==> config.mk <==
export PLATFORM = sky130hd
export DESIGN_NAME = sdpram_read_arbiter
export DESIGN_NICKNAME = d
export VERILOG_FILES = /design/src/rtl/sdpram_read_arbiter.sv
export SDC_FILE = /design/constraint.sdc
export NUM_CORES = 1
export LEC_CHECK = 0
export CAP_MARGIN = 10
export CORE_MARGIN = 5
export CORE_UTILIZATION = 41
export CTS_BUF_LIST = sky130_fd_sc_hd__clkbuf_8
export CTS_CLUSTER_DIAMETER = 150
export DETAILED_ROUTE_END_ITERATION = 10
export PLACE_DENSITY_LB_ADDON = 0.12
export SYNTH_ARGS = -nofsm -noshare
export SYNTH_HDL_FRONTEND = slang
export SYNTH_SLANG_ARGS = --single-unit
==> constraint.sdc <==
create_clock -name clk -period 3.1 [get_ports clk]
set_clock_uncertainty 0.1 [all_clocks]
set_input_delay 0.465 -clock clk [delete_from_list [all_inputs] [get_ports clk]]
set_output_delay 0.465 -clock clk [all_outputs]
set_load 0.005 [all_outputs]
==> src/rtl/sdpram_read_arbiter.sv <==
// Two-port read arbiter in front of a simple dual-port RAM.
// Ports: clk/rst_n, req0/rsp0, req1/rsp1 read channels, wr channel, RAM A/B ports.
module sdpram_read_arbiter #(
  parameter int AddrBusWidth = 32,
  parameter int DataBusWidth = 32
) (
  input  logic                    clk,
  input  logic                    rst_n,
  input  logic                    req0_valid,
  output logic                    req0_ready,
  input  logic [AddrBusWidth-1:0] req0_addr,
  output logic                    rsp0_valid,
  input  logic                    rsp0_ready,
  output logic [DataBusWidth-1:0] rsp0_data,
  input  logic                    req1_valid,
  output logic                    req1_ready,
  input  logic [AddrBusWidth-1:0] req1_addr,
  output logic                    rsp1_valid,
  input  logic                    rsp1_ready,
  output logic [DataBusWidth-1:0] rsp1_data,
  input  logic                    wr_valid,
  output logic                    wr_ready,
  input  logic [AddrBusWidth-1:0] wr_addr,
  input  logic [DataBusWidth-1:0] wr_data,
  output logic                    mem_we_a,
  output logic [AddrBusWidth-1:0] mem_addr_a,
  output logic [DataBusWidth-1:0] mem_w_data_a,
  output logic                    mem_re_b,
  output logic [AddrBusWidth-1:0] mem_addr_b,
  input  logic [DataBusWidth-1:0] mem_r_data_b
);

  typedef enum logic [1:0] {
    EMPTY = 2'd0,
    LIVE  = 2'd1,
    HELD  = 2'd2
  } slot_e;

  slot_e                   r_slot0;
  slot_e                   r_slot1;
  slot_e                   w_slot0_nxt;
  slot_e                   w_slot1_nxt;
  logic                    r_ptr;
  logic [DataBusWidth-1:0] r_hold0;
  logic [DataBusWidth-1:0] r_hold1;
  logic [AddrBusWidth-1:0] r_addr_b;
  logic                    w_elig0;
  logic                    w_elig1;
  logic                    w_ok0;
  logic                    w_ok1;
  logic                    w_iss0;
  logic                    w_iss1;

  function automatic slot_e slot_next(
    input slot_e s,
    input logic  rdy,
    input logic  iss
  );
    unique case (s)
      EMPTY:      slot_next = iss ? LIVE : EMPTY;
      LIVE, HELD: slot_next = rdy ? (iss ? LIVE : EMPTY) : HELD;
      default:    slot_next = EMPTY;
    endcase
  endfunction

  // A port may issue only if its slot frees up on this same edge.
  assign w_elig0 = rst_n & req0_valid
                 & ((r_slot0 == EMPTY) | rsp0_ready);
  assign w_elig1 = rst_n & req1_valid
                 & ((r_slot1 == EMPTY) | rsp1_ready);

  // A same-cycle write to the read address stalls that read.
  assign w_ok0 = w_elig0 & ~(wr_valid & (wr_addr == req0_addr));
  assign w_ok1 = w_elig1 & ~(wr_valid & (wr_addr == req1_addr));

  always_comb begin
    w_iss0 = 1'b0;
    w_iss1 = 1'b0;
    if (r_ptr) begin
      w_iss1 = w_ok1;
      w_iss0 = w_ok0 & ~w_ok1;
    end else begin
      w_iss0 = w_ok0;
      w_iss1 = w_ok1 & ~w_ok0;
    end
  end

  always_ff @(posedge clk or negedge rst_n) begin
    if (!rst_n) begin
      r_slot0  <= EMPTY;
      r_slot1  <= EMPTY;
      r_ptr    <= 1'b0;
      r_hold0  <= '0;
      r_hold1  <= '0;
      r_addr_b <= '0;
    end else begin
      r_slot0  <= w_slot0_nxt;
      r_slot1  <= w_slot1_nxt;
      r_addr_b <= mem_addr_b;
      // Pointer moves to the port that did not issue.
      if (w_iss0 | w_iss1)
        r_ptr <= w_iss0;
      if ((r_slot0 == LIVE) && !rsp0_ready)
        r_hold0 <= mem_r_data_b;
      if ((r_slot1 == LIVE) && !rsp1_ready)
        r_hold1 <= mem_r_data_b;
    end
  end

  always_comb begin
    w_slot0_nxt = slot_next(r_slot0, rsp0_ready, w_iss0);
    w_slot1_nxt = slot_next(r_slot1, rsp1_ready, w_iss1);
  end

  always_comb begin
    req0_ready   = w_iss0;
    req1_ready   = w_iss1;
    mem_re_b     = w_iss0 | w_iss1;
    mem_addr_b   = w_iss1 ? req1_addr
                 : (w_iss0 ? req0_addr : r_addr_b);
    rsp0_valid   = (r_slot0 != EMPTY);
    rsp1_valid   = (r_slot1 != EMPTY);
    rsp0_data    = (r_slot0 == LIVE) ? mem_r_data_b : r_hold0;
    rsp1_data    = (r_slot1 == LIVE) ? mem_r_data_b : r_hold1;
    wr_ready     = rst_n;
    mem_we_a     = wr_valid & rst_n;
    mem_addr_a   = wr_addr;
    mem_w_data_a = wr_data;
  end

endmodule

# Yosys cells after proc, flatten, opt, wreduce, memory -nomap -nowiden

Index checks and enable logic that the tools add are counted.
W data, S select, Z words.

Register bits: 101
Input bits: 167
Output and inout bits: 167
Logic and storage cells: 52

Eq/ne operators: 6
Multiplexer cells: 12
Bitwise gates (word level): 18
Reductions and logical operators: 10

Operators with widths:

| cell                 | count |
|---|---|
| $mux W32             | 4 |
| $eq A32 B32 Y1       | 2 |
| $and A1 B1 Y1        | 11 |
| $pmux W2 S2          | 2 |
| $eq A2 B1 Y1 const B | 2 |
| $eq A2 B2 Y1 const B | 2 |
| $logic_not A2 Y1     | 2 |
| $mux W1              | 4 |
| $mux W2              | 2 |
| $not A1 Y1           | 4 |
| $reduce_bool A2 Y1   | 2 |
| $reduce_or A2 Y1     | 2 |
| $or A1 B1 Y1         | 3 |
| $logic_and A1 B1 Y1  | 2 |
| $logic_not A1 Y1     | 2 |

# Longest topological paths before layout

Depth after elaboration: 10
Depth in mapped cells: 8
Depth with buffers taken out: 6

# Least setup slack after synthesis

No wires, ideal clock.

Kind: input to output
Start point: input port wr_addr[8]
End point: output port mem_addr_b[23]
Data arrival time: 2.300 ns
Data required time: 2.535 ns
Slack: 0.235 ns
Stages on the path: 8
Buffers on the path: 2
Path through: xor2_1 > nor4_1 > nand4_1 > or4_4 > o211a_1 > buf_6 > buf_6 > a222oi_1

Elaborated cells on any way between the ends: 16
Those cells by class: eq/ne (2); mux (4); bitwise (10)

RTL lines:

| element              | RTL line | source |
|---|---|---|
| start: declaration   | 23       | `input logic [AddrBusWidth-1:0] wr_addr,` |
| $eq A32 B32 Y1       | 73       | `assign w_ok0 = w_elig0 & ~(wr_valid & (wr_addr == req0_addr));` |
| $and A1 B1 Y1        | 73       |  |
| $not A1 Y1           | 73       |  |
| $and A1 B1 Y1        | 73       |  |
| $not A1 Y1           | 84       | `w_iss1 = w_ok1 & ~w_ok0;` |
| $and A1 B1 Y1        | 84       |  |
| $mux W1 *            | 79       | `if (r_ptr) begin` |
| named net req1_ready | 16       | `output logic req1_ready,` |
| $mux W32 *           | 119      | `mem_addr_b = w_iss1 ? req1_addr` |
| end: declaration     | 29       | `output logic [AddrBusWidth-1:0] mem_addr_b,` |

Mark *: on every way through the listed nets, which the timed path passes. The rest lies on a longest branch.

# Final worst setup path

Start point: input port wr_addr[20]
End point: output port mem_addr_b[20]

Longest elaborated chain between the ends: 9
Elaborated cells on any way between the ends: 16
Those cells by class: eq/ne (2); mux (4); bitwise (10)

Ends and longest elaborated chain:

| element        | RTL line | source |
|---|---|---|
| $eq A32 B32 Y1 | 74       | `assign w_ok1 = w_elig1 & ~(wr_valid & (wr_addr == req1_addr));` |
| $and A1 B1 Y1  | 74       |  |
| $not A1 Y1     | 74       |  |
| $and A1 B1 Y1  | 74       |  |
| $not A1 Y1     | 81       | `w_iss0 = w_ok0 & ~w_ok1;` |
| $and A1 B1 Y1  | 81       |  |
| $mux W1        | 79       |  |
| $mux W32       | 120      | `: (w_iss0 ? req0_addr : r_addr_b);` |
| $mux W32 *     | 119      |  |

Mark *: on every way between the ends. The rest lies on a longest branch, timed or not.

==> flow_metrics.env <==
export IMPL_run_status="finished with violations"
export IMPL_violations="negative setup slack"
export IMPL_synth_edf_count=0
export IMPL_rsz0062_at_grt="yes"
export IMPL_syn2layout_area_growth_pct=59.5
export IMPL_hp_class="primary input to async pin"
export IMPL_die_x_um=134
export IMPL_finalSetupViolations=35
export IMPL_synth_area_top_cells="dfrtp_1 40%, mux2_2 23%, buf_4 7.8%"
export IMPL_timing_final_ws_setup_ps=-549
export IMPL_clkTransAtPathRegs_ps=110
export IMPL_synth_avg_cell_area_sq_um=11.0
export IMPL_fin_nets=1057
export IMPL_core_area_sq_um=15100
export IMPL_worstSetupPathType="primary input to output pin"
export IMPL_worst_slew_pin_slew_ps=777
export IMPL_cp_arrival_ps=3080
export IMPL_intPower_mw=4.09
export IMPL_viasPerCell=5.06
export IMPL_max_cap_viol_count=0
export IMPL_grt_usage_pct=23.6
export IMPL_placed_cells=997
export IMPL_grt_pass1_vias=5966
export IMPL_layout_commonest_cell="clkdlybuf4s50_1"
export IMPL_dp_hpwl_um=15400
export IMPL_die_h_um=134
export IMPL_wire_per_inst_um=19.9
export IMPL_drc=0
export IMPL_cts_tree="done"
export IMPL_routabilityCongestion=0.915
export IMPL_synth_async_reset_ratio_pct=100
export IMPL_path_max_fanout=6
export IMPL_start_util_pct=41.5
export IMPL_rows=45
export IMPL_p_sw_share_pct=29.9
export IMPL_final_cell_mix="146 x clkdlybuf4s50_1, 128 x mux2_2, 102 x inv_1, 102 x buf_4, 101 x dfrtp_1"
export IMPL_cts_sinks=101
export IMPL_startpoint_type="primary input"
export IMPL_max_clock_path_buffers=2
export IMPL_grt_overflow_total=0
export IMPL_comb_power_share_pct=50.7
export IMPL_drt_iter0_markers=260
export IMPL_cts_max_level=3
export IMPL_cp_end_kind="output pin"
export IMPL_fin_crit_sh_pct=118
export IMPL_layout_drive_gt1_share_pct=43.1
export IMPL_ys_warn_count=0
export IMPL_die_area_sq_um=17800
export IMPL_crit_start="wr_addr[20]"
export IMPL_p_per_area_nw_per_um2=584
export IMPL_clkPwrFrac_pct=14.2
export IMPL_diodes=0
export IMPL_ys_ff_latch=101
export IMPL_max_slew_margin_pct=48.2
export IMPL_grt_pass1_wl_um=33000
export IMPL_finalWirelength_um=21400
export IMPL_fin_crit_ps=3650
export IMPL_synthFlopType="dfrtp_1"
export IMPL_syn_inst=569
export IMPL_peakVddDrop_mv=0.277
export IMPL_dr_total_vias=5449
export IMPL_ant_nets=0
export IMPL_power_leakage_nw=4.75
export IMPL_cts_buffers=9
export IMPL_antenna_found_initial=0
export IMPL_synth_top_cell_area_share_pct=40.4
export IMPL_seq_area_frac_synth_pct=40.4
export IMPL_worstPathRequired_ps=2530
export IMPL_hold_viol=0
export IMPL_cts_root_buffer="clkbuf_8"
export IMPL_top_level_ports=334
export IMPL_synth_fp_nets=742
export IMPL_finalMaxSlewViolations=0
export IMPL_clock_latency_ps=380
export IMPL_power_switching_mw=1.75
export IMPL_regToRegStartpoint="r_slot0[0]"
export IMPL_grt_max_degree=60
export IMPL_drt_pass1_iter_count=9
export IMPL_numPortBuffers=269
export IMPL_whs_ps=100
export IMPL_syn_area_sq_um=6260
export IMPL_ys_types=29
export IMPL_instances_no_fill=1077
export IMPL_synth_top_cell_by_area="dfrtp_1"
export IMPL_seqPwrFrac_pct=35.0
export IMPL_fmax_mhz=274
## per-stage QoR
stage,power [mW],utilization (%),area (sq um),setup slack (ps),setup TNS (ps)
after global routing,6.21,66.2,9990,-654,-18380
final,5.84,66.2,9990,-549,-15410
after floorplan,3.26,-,6260,235,0
after CTS,5.87,65.7,9920,-429,-11450
after detailed placement,4.85,60.0,9060,-1210,-47530
after global placement,4.78,60.0,9060,-1190,-45180
## Yosys cell counts, drive strengths merged, types with 3 or more instances
| master | number |
|---|---|
| a21oi | 4 |
| a222oi | 32 |
| buf | 82 |
| clkbuf | 9 |
| dfrtp | 101 |
| ha | 6 |
| inv | 103 |
| mux2 | 128 |
| nand4 | 4 |
| nor3b | 4 |
| nor4 | 13 |
| o211a | 3 |
| xnor2 | 10 |
| xor2 | 54 |
## power groups by stage
stage	Clock [mW]	Sequential (mW)	Combinational, mW
5_1_grt	0.908	2.11	3.19
4_1_cts	0.858	2.05	2.96
2_1_floorplan	0	1.99	1.27
6_report	0.830	2.05	2.96
3_3_place_gp	0	2.03	2.75
3_5_place_dp	0	2.07	2.78
## worst paths after layout
path | endpoint | slack (ps) | depth (start not counted)
setup / recovery | mem_addr_b[20] | -550 | 12
max in group asynchronous | r_hold0[16] | 2200 | 2
min in group clk | r_addr_b[13] | 290 | 3
setup reg to reg | r_addr_b[26] | 630 | 11
hold reg to reg | r_hold0[6] | 410 | 1
hold / removal | r_slot1[0] | 100 | 2
## layout make-up
type                            instances  area, sq um
Clock buffer                           10          138
Clock inverter                          6         57.6
Fill cell                            1194         5100
Inverter                              103          387
Multi-Input combinational cell        274         3040
Sequential cell                       101         2530
Tap cell                              188          235
Timing Repair Buffer                  395         3610
## logic make-up (layout without fill, tap and decap cells)
logic type,count (synthesis),count (layout),synth area share [%]
simple gates,34,34,3.50
mux,128,128,23.0
buf+inv,194,514,16.5
compound gates,42,42,6.47
xor+xnor,64,64,8.95
flops,101,101,40.4
fa+ha+maj,6,6,1.20
## per-layer routing
metal	wire, um	part of all wire [%]	GRT usage [%]	vias up
met1	8370	39	28.4	2661
met4	543	2.5	7.83	0
met2	10900	51	41.5	261
met5	0	0	0	-
met3	1640	7.6	5.82	48
li1	-	-	-	2479
## repair_timing
item,4_1_cts,5_1_grt
cloned,8,2
resized for setup,389,46
setup buffers,57,14
hold buffers,0,0
setup endpoints to repair,35,40
endpoints found under the hold margin,0,0
pin swaps,64,29
## flip-flops by register name (all words and copies together), names as in the netlist
signal and flops:
r_addr_b 32, r_hold0 32, r_hold1 32, r_slot0 2
r_slot1 2, r_ptr 1
## critical path, stage by stage
cell and delay, ps:
buf_8 110, xor2_4 170, nor4_4 330, buf_4 160
nand4_1 140, or4_4 540, buf_6 140, o211a_4 170
buf_6 130, clkbuf_16 150, a222oi_1 360, buf_2 200
No activity file was read; power rests on OpenSTA's default activity.
